--- src/rtl/fast_bconv_ex_stream_pkg.sv ---
// fast_bconv_ex_stream_pkg: residue types, slot count (`N_SLOTS, default 8) and toy conversion bases/LUTs.
`ifndef N_SLOTS
`define N_SLOTS 8
`endif
package fast_bconv_ex_stream_pkg;
    localparam int RNS_PRIME_BITS = 5;
    localparam int N_SLOTS = `N_SLOTS;
    typedef logic [RNS_PRIME_BITS-1:0] rns_residue_t;
    typedef logic [2*RNS_PRIME_BITS+1:0] wide_rns_residue_t;
    typedef logic signed [RNS_PRIME_BITS:0] signed_rns_residue_t;
    typedef logic signed [2*RNS_PRIME_BITS+1:0] signed_wide_rns_residue_t;
    // B = {7, 11} (B = 77), Ba = 13, q = {17, 19}
    localparam int DEF_IN_BASIS [2] = '{7, 11};
    localparam int DEF_OUT_BASIS [2] = '{17, 19};
    localparam int DEF_BA_MODULUS = 13;
    // (B/b_i)^-1 mod b_i
    localparam int DEF_ZINV_LUT [2] = '{2, 8};
    // (B/b_i) mod q_j and (B/b_i) mod Ba
    localparam int DEF_Y_TO_OUT [2][2] = '{'{11, 11}, '{7, 7}};
    localparam int DEF_Y_TO_BA [2] = '{11, 7};
    // B^-1 mod Ba and B mod q_j
    localparam int DEF_BINV_MOD_BA = 12;
    localparam int DEF_SIGNED_B_MOD_OUT [2] = '{9, 1};
    function automatic rns_residue_t mulmod(rns_residue_t a, int b, int m);
        wide_rns_residue_t p;
        p = wide_rns_residue_t'(a) * wide_rns_residue_t'(b);
        return rns_residue_t'(p % wide_rns_residue_t'(m));
    endfunction
endpackage

--- src/rtl/fast_bconv_ex_stream_if.sv ---
// fast_bconv_ex_stream_if: input and output beat streams of the base converter.
interface fast_bconv_ex_stream_if
    import fast_bconv_ex_stream_pkg::*;
#(
    parameter int LANES = 4,
    parameter int IN_BASIS_LEN = 2,
    parameter int OUT_BASIS_LEN = 2
) ();
    logic in_valid;
    logic in_ready;
    rns_residue_t [LANES-1:0][IN_BASIS_LEN:0] in_data;
    logic out_valid;
    logic out_ready;
    logic out_last;
    rns_residue_t [LANES-1:0][OUT_BASIS_LEN-1:0] out_data;
    modport master (output in_valid, in_data, out_ready, input in_ready, out_valid, out_data, out_last);
    modport slave (input in_valid, in_data, out_ready, output in_ready, out_valid, out_data, out_last);
endinterface

--- src/rtl/fast_bconv_ex_stream_modred.sv ---
// rns_modred_signed: reduces a signed value to its non-negative residue in [0, MOD).
module rns_modred_signed
    import fast_bconv_ex_stream_pkg::*;
#(
    parameter int MOD = 13,
    parameter int IN_W = RNS_PRIME_BITS + 1
) (
    input  logic signed [IN_W-1:0] i_val,
    output rns_residue_t           o_res
);
    localparam logic signed [IN_W-1:0] L_MOD = IN_W'(MOD);
    logic signed [IN_W-1:0] w_rem;
    assign w_rem = i_val % L_MOD;
    assign o_res = rns_residue_t'(w_rem[IN_W-1] ? w_rem + L_MOD : w_rem);
endmodule

--- src/rtl/fast_bconv_ex_stream.sv ---
// fast_bconv_ex_stream: 4-stage exact RNS base conversion B -> OUT_BASIS using a redundant Ba residue.
// Build option FBCONVEX_GAMMA_CENTER_EN centres gamma so signed inputs |x| < B/2 convert exactly.
module fast_bconv_ex_stream
    import fast_bconv_ex_stream_pkg::*;
#(
    parameter int IN_BASIS_LEN = 2,
    parameter int OUT_BASIS_LEN = 2,
    parameter int LANES = 4,
    parameter int IN_BASIS [IN_BASIS_LEN] = DEF_IN_BASIS,
    parameter int OUT_BASIS [OUT_BASIS_LEN] = DEF_OUT_BASIS,
    parameter int BA_MODULUS = DEF_BA_MODULUS,
    parameter int ZINV_LUT [IN_BASIS_LEN] = DEF_ZINV_LUT,
    parameter int Y_TO_OUT [IN_BASIS_LEN][OUT_BASIS_LEN] = DEF_Y_TO_OUT,
    parameter int Y_TO_BA [IN_BASIS_LEN] = DEF_Y_TO_BA,
    parameter int BINV_MOD_BA = DEF_BINV_MOD_BA,
    parameter int SIGNED_B_MOD_OUT [OUT_BASIS_LEN] = DEF_SIGNED_B_MOD_OUT
) (
    input logic clk,
    input logic reset,
    fast_bconv_ex_stream_if.slave bus
);
    localparam int NBEATS = N_SLOTS / LANES;
    localparam int CW = (NBEATS > 1) ? $clog2(NBEATS) : 1;

    if ((N_SLOTS % LANES) != 0 || IN_BASIS_LEN < 1) begin : g_bad_cfg
        $fatal(1, "fast_bconv_ex_stream: N_SLOTS must be a multiple of LANES and IN_BASIS_LEN >= 1");
    end

    logic [3:0] r_v;
    logic [CW-1:0] r_cnt;
    logic w_stall;
    logic w_out_hs;
    rns_residue_t [LANES-1:0][IN_BASIS_LEN-1:0] w_y;
    rns_residue_t [LANES-1:0][IN_BASIS_LEN-1:0] r_s1_y;
    rns_residue_t [LANES-1:0] r_s1_xba;
    rns_residue_t [LANES-1:0] r_s2_xba;
    rns_residue_t [LANES-1:0] r_s2_cba;
    rns_residue_t [LANES-1:0] w_d;
    rns_residue_t [LANES-1:0] w_gu;
    wide_rns_residue_t [LANES-1:0] w_acc_ba;
    wide_rns_residue_t [LANES-1:0][OUT_BASIS_LEN-1:0] w_acc_out;
    rns_residue_t [LANES-1:0][OUT_BASIS_LEN-1:0] r_s2_cout;
    rns_residue_t [LANES-1:0][OUT_BASIS_LEN-1:0] r_s3_cout;
    rns_residue_t [LANES-1:0][OUT_BASIS_LEN-1:0] w_o;
    rns_residue_t [LANES-1:0][OUT_BASIS_LEN-1:0] r_s4_out;
    signed_rns_residue_t w_diff [LANES];
    signed_rns_residue_t w_g [LANES];
    signed_rns_residue_t r_s3_g [LANES];
    signed_wide_rns_residue_t w_v [LANES][OUT_BASIS_LEN];

    // The whole pipeline freezes only when the output beat is refused.
    assign w_stall = r_v[3] && !bus.out_ready;
    assign w_out_hs = r_v[3] && bus.out_ready;
    assign bus.in_ready = !w_stall;
    assign bus.out_valid = r_v[3];
    assign bus.out_last = r_v[3] && (r_cnt == CW'(NBEATS - 1));
    assign bus.out_data = r_s4_out;

    for (genvar l = 0; l < LANES; l++) begin : g_lane
        for (genvar i = 0; i < IN_BASIS_LEN; i++) begin : g_in
            assign w_y[l][i] = mulmod(bus.in_data[l][i], ZINV_LUT[i], IN_BASIS[i]);
        end
        assign w_diff[l] = signed_rns_residue_t'({1'b0, r_s2_cba[l]}) - signed_rns_residue_t'({1'b0, r_s2_xba[l]});
        rns_modred_signed #(.MOD(BA_MODULUS), .IN_W(RNS_PRIME_BITS + 1)) u_gamma_mod (
            .i_val(w_diff[l]),
            .o_res(w_d[l])
        );
        assign w_gu[l] = mulmod(w_d[l], BINV_MOD_BA, BA_MODULUS);
`ifdef FBCONVEX_GAMMA_CENTER_EN
        assign w_g[l] = (int'(w_gu[l]) > BA_MODULUS / 2)
                      ? signed_rns_residue_t'({1'b0, w_gu[l]}) - signed_rns_residue_t'(BA_MODULUS)
                      : signed_rns_residue_t'({1'b0, w_gu[l]});
`else
        assign w_g[l] = signed_rns_residue_t'({1'b0, w_gu[l]});
`endif
        for (genvar j = 0; j < OUT_BASIS_LEN; j++) begin : g_out
            assign w_v[l][j] = signed_wide_rns_residue_t'(r_s3_cout[l][j])
                             - signed_wide_rns_residue_t'(r_s3_g[l]) * signed_wide_rns_residue_t'(SIGNED_B_MOD_OUT[j]);
            rns_modred_signed #(.MOD(OUT_BASIS[j]), .IN_W(2 * RNS_PRIME_BITS + 2)) u_out_mod (
                .i_val(w_v[l][j]),
                .o_res(w_o[l][j])
            );
        end
    end

    // Fast base conversion sums: each term is pre-reduced so the wide accumulator cannot overflow.
    always_comb begin
        w_acc_ba = '0;
        w_acc_out = '0;
        for (int l = 0; l < LANES; l++) begin
            for (int i = 0; i < IN_BASIS_LEN; i++) begin
                w_acc_ba[l] = w_acc_ba[l] + wide_rns_residue_t'(mulmod(r_s1_y[l][i], Y_TO_BA[i], BA_MODULUS));
                for (int j = 0; j < OUT_BASIS_LEN; j++) begin
                    w_acc_out[l][j] = w_acc_out[l][j] + wide_rns_residue_t'(mulmod(r_s1_y[l][i], Y_TO_OUT[i][j], OUT_BASIS[j]));
                end
            end
        end
    end

    // Stage valid bits and the per-polynomial beat counter.
    always_ff @(posedge clk) begin
        if (reset) begin
            r_v <= '0;
            r_cnt <= '0;
        end else begin
            if (!w_stall) r_v <= {r_v[2:0], bus.in_valid};
            if (w_out_hs) r_cnt <= (r_cnt == CW'(NBEATS - 1)) ? '0 : r_cnt + CW'(1);
        end
    end

    // Stage data registers; unreset since valid bits qualify them.
    always_ff @(posedge clk) begin
        if (!w_stall) begin
            r_s1_y <= w_y;
            r_s2_xba <= r_s1_xba;
            r_s3_cout <= r_s2_cout;
            r_s4_out <= w_o;
            for (int l = 0; l < LANES; l++) begin
                r_s1_xba[l] <= bus.in_data[l][IN_BASIS_LEN];
                r_s2_cba[l] <= rns_residue_t'(w_acc_ba[l] % wide_rns_residue_t'(BA_MODULUS));
                r_s3_g[l] <= w_g[l];
                for (int j = 0; j < OUT_BASIS_LEN; j++) begin
                    r_s2_cout[l][j] <= rns_residue_t'(w_acc_out[l][j] % wide_rns_residue_t'(OUT_BASIS[j]));
                end
            end
        end
    end
endmodule

--- src/flat_wrapper.sv ---
// flat-port wrapper written by rule: the top's interface ports become plain ports
module fast_bconv_ex_stream_flat import fast_bconv_ex_stream_pkg::*;
#(
    parameter int IN_BASIS_LEN = 2,
    parameter int OUT_BASIS_LEN = 2,
    parameter int LANES = 4,
    parameter int IN_BASIS [IN_BASIS_LEN] = DEF_IN_BASIS,
    parameter int OUT_BASIS [OUT_BASIS_LEN] = DEF_OUT_BASIS,
    parameter int BA_MODULUS = DEF_BA_MODULUS,
    parameter int ZINV_LUT [IN_BASIS_LEN] = DEF_ZINV_LUT,
    parameter int Y_TO_OUT [IN_BASIS_LEN][OUT_BASIS_LEN] = DEF_Y_TO_OUT,
    parameter int Y_TO_BA [IN_BASIS_LEN] = DEF_Y_TO_BA,
    parameter int BINV_MOD_BA = DEF_BINV_MOD_BA,
    parameter int SIGNED_B_MOD_OUT [OUT_BASIS_LEN] = DEF_SIGNED_B_MOD_OUT
)
  (clk, reset, bus_in_valid, bus_in_data, bus_out_ready, bus_in_ready, bus_out_valid, bus_out_data, bus_out_last);
  fast_bconv_ex_stream_if #(.LANES(LANES), .IN_BASIS_LEN(IN_BASIS_LEN), .OUT_BASIS_LEN(OUT_BASIS_LEN)) bus_i ();
  input logic clk;
  input logic reset;
  input wire logic [$bits(bus_i.in_valid)-1:0] bus_in_valid;
  input wire logic [$bits(bus_i.in_data)-1:0] bus_in_data;
  input wire logic [$bits(bus_i.out_ready)-1:0] bus_out_ready;
  output wire logic [$bits(bus_i.in_ready)-1:0] bus_in_ready;
  output wire logic [$bits(bus_i.out_valid)-1:0] bus_out_valid;
  output wire logic [$bits(bus_i.out_data)-1:0] bus_out_data;
  output wire logic [$bits(bus_i.out_last)-1:0] bus_out_last;
  assign bus_i.in_valid = bus_in_valid;
  assign bus_i.in_data = bus_in_data;
  assign bus_i.out_ready = bus_out_ready;
  assign bus_in_ready = bus_i.in_ready;
  assign bus_out_valid = bus_i.out_valid;
  assign bus_out_data = bus_i.out_data;
  assign bus_out_last = bus_i.out_last;
  fast_bconv_ex_stream #(.IN_BASIS_LEN(IN_BASIS_LEN), .OUT_BASIS_LEN(OUT_BASIS_LEN), .LANES(LANES), .IN_BASIS(IN_BASIS), .OUT_BASIS(OUT_BASIS), .BA_MODULUS(BA_MODULUS), .ZINV_LUT(ZINV_LUT), .Y_TO_OUT(Y_TO_OUT), .Y_TO_BA(Y_TO_BA), .BINV_MOD_BA(BINV_MOD_BA), .SIGNED_B_MOD_OUT(SIGNED_B_MOD_OUT)) u_core (.clk(clk), .reset(reset), .bus(bus_i));
endmodule
--- config.mk ---
export PLATFORM = sky130hd
export DESIGN_NAME = fast_bconv_ex_stream_flat
export DESIGN_NICKNAME = d
export VERILOG_FILES = /design/src/rtl/fast_bconv_ex_stream_pkg.sv /design/src/rtl/fast_bconv_ex_stream_if.sv /design/src/rtl/fast_bconv_ex_stream_modred.sv /design/src/rtl/fast_bconv_ex_stream.sv /design/src/flat_wrapper.sv
export SDC_FILE = /design/constraint.sdc
export NUM_CORES = 2
export LEC_CHECK = 0
export BUFFER_PORTS_ARGS = -buffer_cell sky130_fd_sc_hd__buf_2
export CAP_MARGIN = 25
export CELL_PAD_IN_SITES_DETAIL_PLACEMENT = 1
export CELL_PAD_IN_SITES_GLOBAL_PLACEMENT = 1
export CORE_MARGIN = 4
export CORE_UTILIZATION = 38
export DETAILED_ROUTE_END_ITERATION = 16
export MAX_ROUTING_LAYER = met4
export PLACE_DENSITY_LB_ADDON = 0.1
export SYNTH_ARGS = -nofsm -noshare
export SYNTH_HDL_FRONTEND = slang
export SYNTH_SLANG_ARGS = --single-unit
--- constraint.sdc ---
create_clock -name clk -period 19.5 [get_ports clk]
set_clock_uncertainty 0.05 [all_clocks]
set_input_delay 3.9 -clock clk [delete_from_list [all_inputs] [get_ports clk]]
set_output_delay 3.9 -clock clk [all_outputs]
set_load 0.02 [all_outputs]
==> flow_summary.ini <==
[outcome]
status = finished clean

[synthesis]
syn-mean-instance-area_um2 = 7.39
synth_cell_types = 118
seq_area_frac_synth = 0.133
yosys_register_bits = 245
synthTopCellsByCount = nand2_1, nor2_1, xnor2_1
synth_area_leader_cell = edfxtp_1
synth_area_leaders = edfxtp_1, ha_1, xnor2_1, a21oi_1, nand2_1
yosys_warnings = 0
syn_area_mm2 = 0.0550
synth-edff-count = 240
synth_top_area_frac = 0.131
synth-async-reset-ratio = 0
syn_inst = 7444
ys.flop_type = edfxtp_1

[grt]
grt_max_degree = 75
grt_pass1_vias = 53025
antenna_found_initial = 5
grt_use_total = 0.208
grt_pass1_wl_um = 266000
globalRoute.totalOverflow = 0

[placed_design]
portBuffers = 106
place_congestion = 0.852
dp.cells = 9279
pre_cts_ws_ps = 4460
dp_hpwl_um = 128000

[detailed_routing]
firstDrtPassIters = 7
wl_per_cell_um = 17.0
drcViolationCount = 0
avgViaCountPerCell = 5.71
drtIter0Drc = 2117
ant_nets = 0
wl_um = 158000
dr_total_vias = 53403

[setup_path]
cp-start-kind = flip-flop
crit_top_cell = ha_1
critPathMaxFanout = 18
worst-setup-path-type = flip-flop to flip-flop
cpPeakStageDelay_ps = 690
cp-end-kind = flip-flop
worstPathArrival_ps = 15380
required_ps = 19790
cp_slowest_cell = xor2_1

[cts]
cts_resized = 0
clk_latency_ps = 600
htreeDepth = 2
clockBufferDepth = 3
postCtsSetupBuffers = 0
cts-hold-fix-buffers = 0
clockRootBuffer = clkbuf_16
path_clk_slew_ps = 60
cts_tree = done
cts_sinks = 245
numCtsBuffers = 35

[job]
max_cap_viol_count = 0

[timing]
max_freq_mhz = 66.3
tightest_slew_ps = 1100
drv_slew = 0
worst_slack_ps = 4410
hold_ws_ps = 365
fin_crit_sh = 0.774
hold_violations = 0
relSlewSlack = 0.264
rsz0062_at_grt = no
timing.setup.tns_ps = 0
min_period_ps = 15090
setup_viol = 0

[floorplan]
start_util = 0.383
die_area_mm2 = 0.151
row_count = 139
io_pins = 107
die_h_um = 389
core_region_area_mm2 = 0.144
fp.dieW_um = 389

[worst_hold_path]
hold_path.class = flip-flop to flip-flop

[final_layout]
drive_above_1_share = 0.0585
finalNonFillerCells = 9345
antenna_cells = 0
final_nets = 8114
area_growth_syn_to_layout_pct = 6.61
-- layout by cell type (no fill, tap or decap), types with 120 or more instances in the layout --
| master | Yosys | layout |
|---|---|---|
| nor2_1 | 728 | 728 |
| nor2b_1 | 120 | 120 |
| a21oi_1 | 555 | 555 |
| nand2b_1 | 129 | 129 |
| mux2i_1 | 129 | 129 |
| inv_1 | 458 | 457 |
| nand2_1 | 728 | 728 |
| nand3_1 | 205 | 205 |
| o21ai_0 | 466 | 466 |
| nor3_1 | 208 | 208 |
| ha_1 | 575 | 575 |
| xor2_1 | 193 | 193 |
| edfxtp_1 | 240 | 240 |
| xnor2_1 | 617 | 616 |
| a21o_1 | 123 | 123 |
-- sequential cells by signal, indices dropped and copies added, names as in the netlist --
| register | flops |
|---|---|
| u_core.bus.out_data | 40 |
| u_core.r_s1_y | 40 |
| u_core.r_s2_cout | 40 |
| u_core.r_s3_cout | 40 |
| u_core.r_s1_xba | 20 |
| u_core.r_s2_cba | 20 |
| u_core.r_s2_xba | 20 |
| u_core.r_s3_g | 20 |
| u_core.r_v | 4 |
| u_core.r_cnt | 1 |
-- path summary, 6_finish.rpt --
kind	end	depth (start not counted)	from	slack (ps)
setup / recovery	u_core.r_s2_cba[14]	56	u_core.r_s1_y[20]	4410
hold / removal	u_core.r_s3_cout[9]	0	u_core.r_s2_cout[9]	360
setup reg to reg	u_core.r_s2_cba[14]	56	u_core.r_s1_y[20]	4410
hold reg to reg	u_core.r_s3_cout[9]	0	u_core.r_s2_cout[9]	360
-- worst max-delay path: cells and delay by family, from the launching register on --
kind	cells	cell delay [ps]
fa+ha+maj	10	2860
simple gates	11	2810
compound gates	18	4700
mux	1	380
xor+xnor	8	2320
buf+inv	8	1050
flops	1	640
-- layer usage --
metal | track usage | wire length (um) | vias to the layer above
met2 | 0.352 | 74600 | 395
met5 | - | 0 | -
li1 | - | - | 27057
met1 | 0.281 | 79500 | 25853
met3 | 0.0145 | 2780 | 98
met4 | 0.0248 | 1560 | 0
-- through the flow --
stage                      util  area, um2
after CTS                 0.408      58700
final                     0.408      58700
after global placement    0.400      57500
after floorplan               -      55000
after global routing      0.408      58700
after detailed placement  0.400      57500
-- logic make-up after synthesis --
group / synth area share
AND/OR/NAND/NOR: 0.227
adder cells (fa/ha/maj): 0.155
multiplexers: 0.0409
XOR/XNOR: 0.133
AO/OA/AOI/OAI: 0.262
flip-flops: 0.133
buffers and inverters: 0.0483
other: 0.0000681
-- area by class of cell --
cell class,count,area (um2)
Multi-Input combinational cell,6495,45100
Clock inverter,25,234
Tap cell,1903,2380
Clock buffer,39,911
Sequential cell,245,7310
Fill cell,17849,85100
Inverter,473,1780
Timing Repair Buffer,165,971
Power is not shown: default switching activity piles up to over one toggle a cycle in this logic, so the estimate is an artifact.
